--- src/rtl/sram_port1_arbiter.sv ---
// Two-requester arbiter for SRAM port 1: latches the winning request, drives the SRAM
// from registers, captures read data and returns a one-cycle ack.
// Build option: SRAM_ARB_FIXED_PRIO_EN gives A fixed priority instead of round-robin.
module sram_port1_arbiter #(
    parameter int unsigned ADDR_WIDTH = 5,
    parameter int unsigned DATA_WIDTH = 8
) (
    input  logic                  clk,
    input  logic                  reset,
    input  logic                  a_req,
    input  logic                  a_we,
    input  logic [ADDR_WIDTH-1:0] a_addr,
    input  logic [DATA_WIDTH-1:0] a_wdata,
    output logic                  a_ack,
    output logic [DATA_WIDTH-1:0] a_rdata,
    input  logic                  b_req,
    input  logic                  b_we,
    input  logic [ADDR_WIDTH-1:0] b_addr,
    input  logic [DATA_WIDTH-1:0] b_wdata,
    output logic                  b_ack,
    output logic [DATA_WIDTH-1:0] b_rdata,
    output logic                  ram_we,
    output logic [ADDR_WIDTH-1:0] ram_addr,
    output logic [DATA_WIDTH-1:0] ram_wdata,
    input  logic [DATA_WIDTH-1:0] ram_rdata,
    output logic                  busy
);

    typedef enum logic [1:0] {
        IDLE   = 2'd0,
        ACCESS = 2'd1,
        DONE   = 2'd2
    } state_e;

    state_e                state_q, state_d;
    logic                  ram_we_q, ram_we_d;
    logic [ADDR_WIDTH-1:0] ram_addr_q, ram_addr_d;
    logic [DATA_WIDTH-1:0] ram_wdata_q, ram_wdata_d;
    logic                  a_ack_q, a_ack_d;
    logic                  b_ack_q, b_ack_d;
    logic [DATA_WIDTH-1:0] a_rdata_q, a_rdata_d;
    logic [DATA_WIDTH-1:0] b_rdata_q, b_rdata_d;
    logic                  owner_b_q, owner_b_d;
    logic                  busy_q, busy_d;
    logic                  grant_b_c;

`ifdef SRAM_ARB_FIXED_PRIO_EN
    // A always wins contention; B only gets the port when A is silent.
    assign grant_b_c = b_req && !a_req;
`else
    logic last_b_q, last_b_d;

    // Under contention the requester that was not served last wins.
    assign grant_b_c = b_req && (!a_req || !last_b_q);
`endif

    always_comb begin
        state_d     = state_q;
        ram_we_d    = ram_we_q;
        ram_addr_d  = ram_addr_q;
        ram_wdata_d = ram_wdata_q;
        a_ack_d     = 1'b0;
        b_ack_d     = 1'b0;
        a_rdata_d   = a_rdata_q;
        b_rdata_d   = b_rdata_q;
        owner_b_d   = owner_b_q;
`ifndef SRAM_ARB_FIXED_PRIO_EN
        last_b_d    = last_b_q;
`endif
        case (state_q)
            IDLE: begin
                ram_we_d = 1'b0;
                if (a_req || b_req) begin
                    owner_b_d   = grant_b_c;
                    ram_we_d    = grant_b_c ? b_we    : a_we;
                    ram_addr_d  = grant_b_c ? b_addr  : a_addr;
                    ram_wdata_d = grant_b_c ? b_wdata : a_wdata;
                    state_d     = ACCESS;
                end
            end
            ACCESS: begin
                // Read data is captured even for writes (pre-write contents).
                ram_we_d = 1'b0;
                if (owner_b_q) begin
                    b_rdata_d = ram_rdata;
                    b_ack_d   = 1'b1;
                end else begin
                    a_rdata_d = ram_rdata;
                    a_ack_d   = 1'b1;
                end
`ifndef SRAM_ARB_FIXED_PRIO_EN
                last_b_d = owner_b_q;
`endif
                state_d = DONE;
            end
            DONE: begin
                state_d = IDLE;
            end
            default: begin
                ram_we_d = 1'b0;
                state_d  = IDLE;
            end
        endcase
        busy_d = (state_d != IDLE);
    end

    always_ff @(posedge clk or negedge reset) begin
        if (!reset) begin
            state_q     <= IDLE;
            ram_we_q    <= 1'b0;
            ram_addr_q  <= '0;
            ram_wdata_q <= '0;
            a_ack_q     <= 1'b0;
            b_ack_q     <= 1'b0;
            a_rdata_q   <= '0;
            b_rdata_q   <= '0;
            owner_b_q   <= 1'b0;
            busy_q      <= 1'b0;
`ifndef SRAM_ARB_FIXED_PRIO_EN
            last_b_q    <= 1'b1;
`endif
        end else begin
            state_q     <= state_d;
            ram_we_q    <= ram_we_d;
            ram_addr_q  <= ram_addr_d;
            ram_wdata_q <= ram_wdata_d;
            a_ack_q     <= a_ack_d;
            b_ack_q     <= b_ack_d;
            a_rdata_q   <= a_rdata_d;
            b_rdata_q   <= b_rdata_d;
            owner_b_q   <= owner_b_d;
            busy_q      <= busy_d;
`ifndef SRAM_ARB_FIXED_PRIO_EN
            last_b_q    <= last_b_d;
`endif
        end
    end

    assign ram_we    = ram_we_q;
    assign ram_addr  = ram_addr_q;
    assign ram_wdata = ram_wdata_q;
    assign a_ack     = a_ack_q;
    assign b_ack     = b_ack_q;
    assign a_rdata   = a_rdata_q;
    assign b_rdata   = b_rdata_q;
    assign busy      = busy_q;

endmodule

--- config.mk ---
export PLATFORM = sky130hd
export DESIGN_NAME = sram_port1_arbiter
export DESIGN_NICKNAME = d
export VERILOG_FILES = /design/src/rtl/sram_port1_arbiter.sv
export SDC_FILE = /design/constraint.sdc
export NUM_CORES = 1
export LEC_CHECK = 0
export BUFFER_PORTS_ARGS = -buffer_cell sky130_fd_sc_hd__buf_2
export CAP_MARGIN = 20
export CELL_PAD_IN_SITES_DETAIL_PLACEMENT = 1
export CELL_PAD_IN_SITES_GLOBAL_PLACEMENT = 2
export CORE_MARGIN = 2
export CORE_UTILIZATION = 32
export CTS_CLUSTER_SIZE = 20
export DETAILED_ROUTE_END_ITERATION = 12
export PLACE_DENSITY_LB_ADDON = 0.1
export RECOVER_POWER = 100
export SETUP_SLACK_MARGIN = 0.5
export SYNTH_ARGS = -nofsm -noshare
export SYNTH_HDL_FRONTEND = slang
export SYNTH_SLANG_ARGS = --single-unit
--- constraint.sdc ---
create_clock -name clk -period 3.3 [get_ports clk]
set_clock_uncertainty 0.15 [all_clocks]
set_input_delay 0 -clock clk [delete_from_list [all_inputs] [get_ports clk]]
set_output_delay 0 -clock clk [all_outputs]
set_load 0.01 [all_outputs]
==> impl_metrics.yaml, run 1 <==
setup_path:
  critPathMaxStageDelay_ns: 0.56
  crit_required_ns: 3.32
  critPathCaptureType: "flop"
  cp.arrival_ns: 2.54
  cp_num_cells: 4
  path_max_fanout: 15
  worstRegToRegCells: 4
  cp_num_buf_inv: 1
  crit_chain: "a21bo_1, mux2_2, dlygate4sd3_1, mux2_2"
  critPathLaunchType: "flop"
  cpMostUsedCell: "mux2_2"
  cp_top_family: "multiplexers"
  worstSetupPathType: "flop to flop"
  crit_slowest_cell: "dlygate4sd3_1"
cts:
  cts_tree: "built"
  cts.path.max_buffers: 2
  postCtsHoldBufs: 39
  cts_resized: 0
  cts_buffers: 5
  cts.sinks: 37
  cts.clk_slew.worst_paths_ns: 0.07
  h-tree-depth: 2
  clock_latency_ns: 0.28
  post_cts_buffers: 0
  root_buffer: "clkbuf_8"
place:
  portBuffers: 72
  dp_hpwl_um: 2650
  gp_congestion: 0.686
synthesis:
  yosysTopAreaCellShare: 0.559
  avgSynthCellArea_um2: 16.6
  yosys.area.top_type: "dfrtp_1"
  yosys-top-cells-area: "dfrtp_1 (56%), mux2_2 (18%), mux2_4 (16%)"
  netlist_area_um2: 1610
  postSynthCellCount: 97
  syn_nets: 137
  ys_types: 16
  ys_ff_latch: 37
  yosys_warnings: 0
  yosysSeqAreaShare: 0.575
drt:
  detail_route.wl_per_cell_um: 14.7
  totalWireLength_um: 4120
  vias: 1233
  drtPass1Iterations: 3
  via_per_inst: 4.40
  ant_nets: 0
  drc: 0
  drt_iter0_drc: 21
run_status:
  outcome: "finished, violations left"
  violations: "max-capacitance violations, max-slew violations"
die:
  coreArea_um2: 4790
  die-height_um: 75.0
  die_area_um2: 5620
  start_util: 0.337
  boundaryPins: 73
  die_w_um: 75.0
  rows: 25
global_route:
  overflow: 0
  grtUsageTotal: 0.163
  grt_pass1_vias: 1396
  grt_pass1_wl_um: 6630
  antenna_found_initial: 0
  grt_max_degree: 38
timing:
  maxSlewHeadroom: -0.320
  worst_pin_slew_ns: 1.98
  fin_tns_setup_ns: 0
  finalSetupViolCount: 0
  finalCriticalPeriod_ns: 2.51
  report.final.slew_viol_count: 38
  hold_violations: 0
  rsz0062_at_grt: "false"
  max_freq_mhz: 398
  whs_ns: 0.170
  min_period_over_period: 0.762
layout:
  nets: 252
  areaGrowthSynthToFinish_pct: 52.0
  drive_above_1_share: 0.380
  num_antenna_cells: 0
run:
  maxCapViolations: 3
pwr:
  leakage_uw: 0.00111
  ir_drop_v: 0.000408
  powerDensity_nw_per_um2: 852
hold_path:
  hold_path_class: "input port to flop"
  hold_path_depth: 3
-- worst paths after layout --
kind / start / end / slack [ns]
max: last_b_q / ram_wdata[3] / 0.79
min: a_req / state_q[0] / 0.17
max reg2reg: last_b_q / ram_wdata[3] / 0.79
min reg2reg: ram_wdata[4] / ram_wdata[4] / 0.36
max in group asynchronous: reset / b_rdata[4] / 1.20
min in group asynchronous: reset / b_rdata[1] / 0.67
-- cells in the final DEF (no fill, tap or decap), drive strengths merged, types with 2 or more instances in the layout --
master	count
nor3	2
mux2	43
bufinv	2
buf	38
clkbuf	39
nor2	3
dlygate4sd3	39
inv	3
dfrtp	36
-- worst register-to-register path: stages (launching register included) --
cell and delay, ns:
dfstp_1 0.52, a21bo_1 0.51, mux2_2 0.41, dlygate4sd3_1 0.56
mux2_2 0.26
-- kinds of logic (layout without fill, tap and decap cells) --
| family | Yosys count | in the layout | synth area share |
|---|---|---|---|
| muxes | 44 | 44 | 0.346 |
| DFF | 37 | 37 | 0.575 |
| and+or+nand+nor | 7 | 7 | 0.0295 |
| buffers and inverters | 6 | 122 | 0.0334 |
| AOI/OAI and AO/OA | 3 | 3 | 0.0155 |
-- routing by layer --
metal,GRT usage,share of wire,vias up
li1,-,-,567
met1,0.180,0.37,619
met2,0.295,0.56,39
met3,0.0455,0.049,8
met4,0.0655,0.020,0
met5,0,0,-
-- registers in the layout, summed over array words and instances (netlist names) --
register and flops:
b_rdata 8, ram_addr 5, state_q 2, owner_b_q 1, a_rdata 8, a_ack 1
busy 1, ram_wdata 8, b_ack 1, last_b_q 1, ram_we 1
-- cells in the mapped netlist --
master	n
inv_1	3
nand2_1	1
mux2_2	26
nor2b_1	1
nor2_1	3
dfstp_2	1
buf_12	1
mux2_4	17
a32o_1	1
a21bo_1	1
buf_6	2
nor3_4	1
a21oi_1	1
nor3_2	1
mux2i_1	1
dfrtp_1	36
-- metrics by stage --
stage,power [µW],setup slack (ns),utilization,cells,area (µm²)
2_1_floorplan,1360,1.62,-,97,1610
3_3_place_gp,1640,1.26,0.422,233,2020
3_5_place_dp,1680,1.23,0.422,233,2020
4_1_cts,2210,0.657,0.532,280,2540
5_1_grt,2240,0.648,0.512,280,2450
6_report,2090,0.786,0.512,280,2450
-- power by group --
part	leakage (µW)	switching (µW)	internal, µW	total (µW)
sequential	0.000437	121	686	807
combinational	0.000601	385	434	818
clock	0.0000681	162	300	462
total	0.00111	668	1420	2090
-- layout make-up --
| class | count | area (µm²) |
|---|---|---|
| clock buffers | 5 | 68.8 |
| clock inverters | 3 | 65.1 |
| fillers | 537 | 2340 |
| inverters | 3 | 11.3 |
| multi-input cells | 54 | 586 |
| flip-flops and latches | 37 | 927 |
| well taps | 67 | 83.8 |
| repair buffers | 111 | 708 |
Power figures use the tool's default switching activity.
==> inputs of run 2 (changes only) <==
CORE_UTILIZATION = 27   (was 32)
clock period = 2.2 ns   (was 3.3 ns; I/O delays follow)
==> run 2 against run 1 <==
  * The run now ends clean
  * Sequential power is 52% higher
  * Largest power group is now registers
  * Final cell count is 5.0% higher
  * Critical endpoint is now ram_addr[0]
  * Count of clock-buffer cells in the layout stayed put
  * Critical path depth stayed put
==> impl_metrics.yaml, run 2 (synthesis gave the netlist of run 1 again) <==
global_route:
  grt_pass1_vias: 1308
  grtUsageTotal: 0.131
  grt_use_met2: 0.239
  met1_usage: 0.147
  grtUsageMet3: 0.0367
  antenna_found_initial: 0
  grt_pass1_wl_um: 6450
  top_usage_layer: "met2"
  grt_max_degree: 38
  overflow: 0
setup_path:
  cp_num_cells: 4
  critPathCaptureType: "flop"
  cp_top_family: "multiplexers"
  crit_slowest_cell: "dfstp_2"
  critPathMaxStageDelay_ns: 0.54
  path_max_fanout: 10
  crit_chain: "a21bo_4, clkbuf_2, mux2_4, mux2_1"
  worstSetupPathType: "flop to flop"
  r2r_end: "ram_addr[0]"
  cp_num_buf_inv: 1
  rr_startpoint: "last_b_q"
  crit_required_ns: 2.22
  worstRegToRegCells: 4
  critPathCapture: "ram_addr[0]"
  critPathLaunchType: "flop"
  cp.arrival_ns: 1.88
  rrSetupSlack_ns: 0.35
  crit_path_start: "last_b_q"
run:
  maxCapViolations: 0
die:
  die_w_um: 81.3
  die-height_um: 81.3
  rows: 28
  boundaryPins: 73
  die_area_um2: 6600
  coreArea_um2: 5850
  start_util: 0.275
timing:
  report.final.slew_viol_count: 0
  finalSetupViolCount: 0
  maxSlewHeadroom: 0.360
  min_period_over_period: 0.842
  worst_slack_ns: 0.347
  rsz0062_at_grt: "true"
  whs_ns: 0.228
  worst_pin_slew_ns: 0.960
  fin_tns_setup_ns: 0
  hold_violations: 0
  finalCriticalPeriod_ns: 1.85
  max_freq_mhz: 540
drt:
  drt_iter0_drc: 12
  drtPass1Iterations: 2
  drc: 0
  detail_route.wl_per_cell_um: 14.6
  via_per_inst: 4.22
  vias: 1240
  totalWireLength_um: 4280
  ant_nets: 0
layout:
  mostFrequentLayoutCell: "dlygate4sd3_1"
  multiInputGateArea_um2: 613
  nets: 258
  final_util: 0.423
  num_antenna_cells: 0
  regArea_um2: 927
  drive_above_1_share: 0.402
  num-fill-cells: 647
  areaGrowthSynthToFinish_pct: 53.4
  final_cell_mix: "dlygate4sd3_1 (39), clkbuf_1 (38), buf_2 (37)"
place:
  dp_slack_ns: 0.293
  portBuffers: 72
  gp_congestion: 0.649
  dp_hpwl_um: 2700
run_status:
  outcome: "finished, final reports clean"
cts:
  root_buffer: "clkbuf_8"
  cts.path.max_buffers: 2
  cts_tree: "built"
  cts.sinks: 37
  cts_buffers: 5
  cts.clk_slew.worst_paths_ns: 0.09
  clock_latency_ns: 0.29
  h-tree-depth: 2
hold_path:
  hold_path_class: "input port to asynchronous set/reset pin"
pwr:
  leakage_uw: 0.00111
  ir_drop_v: 0.000430
  powerDensity_nw_per_um2: 1190
[run 2: changes by cell type in the layout (fill, tap and decap cells not counted), moves of 2 or more]
cell,before,now
mux2_4,8,12
clkbuf_2,0,2
clkinvlp_4,0,3
mux2_1,9,6
bufinv_16,2,0
clkbuf_1,34,38
[run 2: timing repair]
action	CTS	global route
endpoints found under the hold margin	67	0
hold buffers	39	0
setup buffers	1	2
pin swaps	2	1
endpoints found under the setup margin	12	19
gates resized for setup	5	2
[run 2: layer usage]
metal	up-vias	wire length, µm	part of all wire
met5	-	0	0
met4	0	50	0.012
met3	5	229	0.054
met2	41	2310	0.54
met1	610	1690	0.40
li1	584	-	-
[run 2: worst min path at each step]
| stage | to | slack (ns) | cells after the start |
|---|---|---|---|
| after floorplan | a_ack | -0.45 | 0 |
| after global placement | ram_wdata[2] | -0.002 | 1 |
| after detailed placement | ram_wdata[7] | 0.02 | 1 |
| after CTS | owner_b_q | 0.07 | 4 |
| after global routing | ram_wdata[7] | 0.26 | 5 |
| final | a_ack | 0.23 | 2 |
[run 2: cell type report]
| cell class | instances | share of cell area |
|---|---|---|
| multi-input combinational | 54 | 0.248 |
| inverter | 3 | 0.00455 |
| sequential | 37 | 0.375 |
| tap | 75 | 0.0380 |
| clock buffer | 5 | 0.0278 |
| clock inverter | 3 | 0.00911 |
| timing repair buffer | 117 | 0.298 |
[run 2: power breakdown]
part           internal, µW  total (µW)  switching (µW)
clock network           222         487             265
logic                   653        1220             567
registers              1030        1230             198
[run 2: worst register-to-register path: stages, from the launching register on]
cell and delay [ns]:
dfstp_2 0.54, a21bo_4 0.12, clkbuf_2 0.31, mux2_4 0.33
mux2_1 0.29
[run 2: metrics by stage]
step	cells	total power [µW]	instance area [µm²]
3_3_place_gp	244	2490	2050
2_1_floorplan	97	2040	1610
3_5_place_dp	244	2540	2050
6_report	294	2940	2470
4_1_cts	292	3130	2570
5_1_grt	294	3150	2470
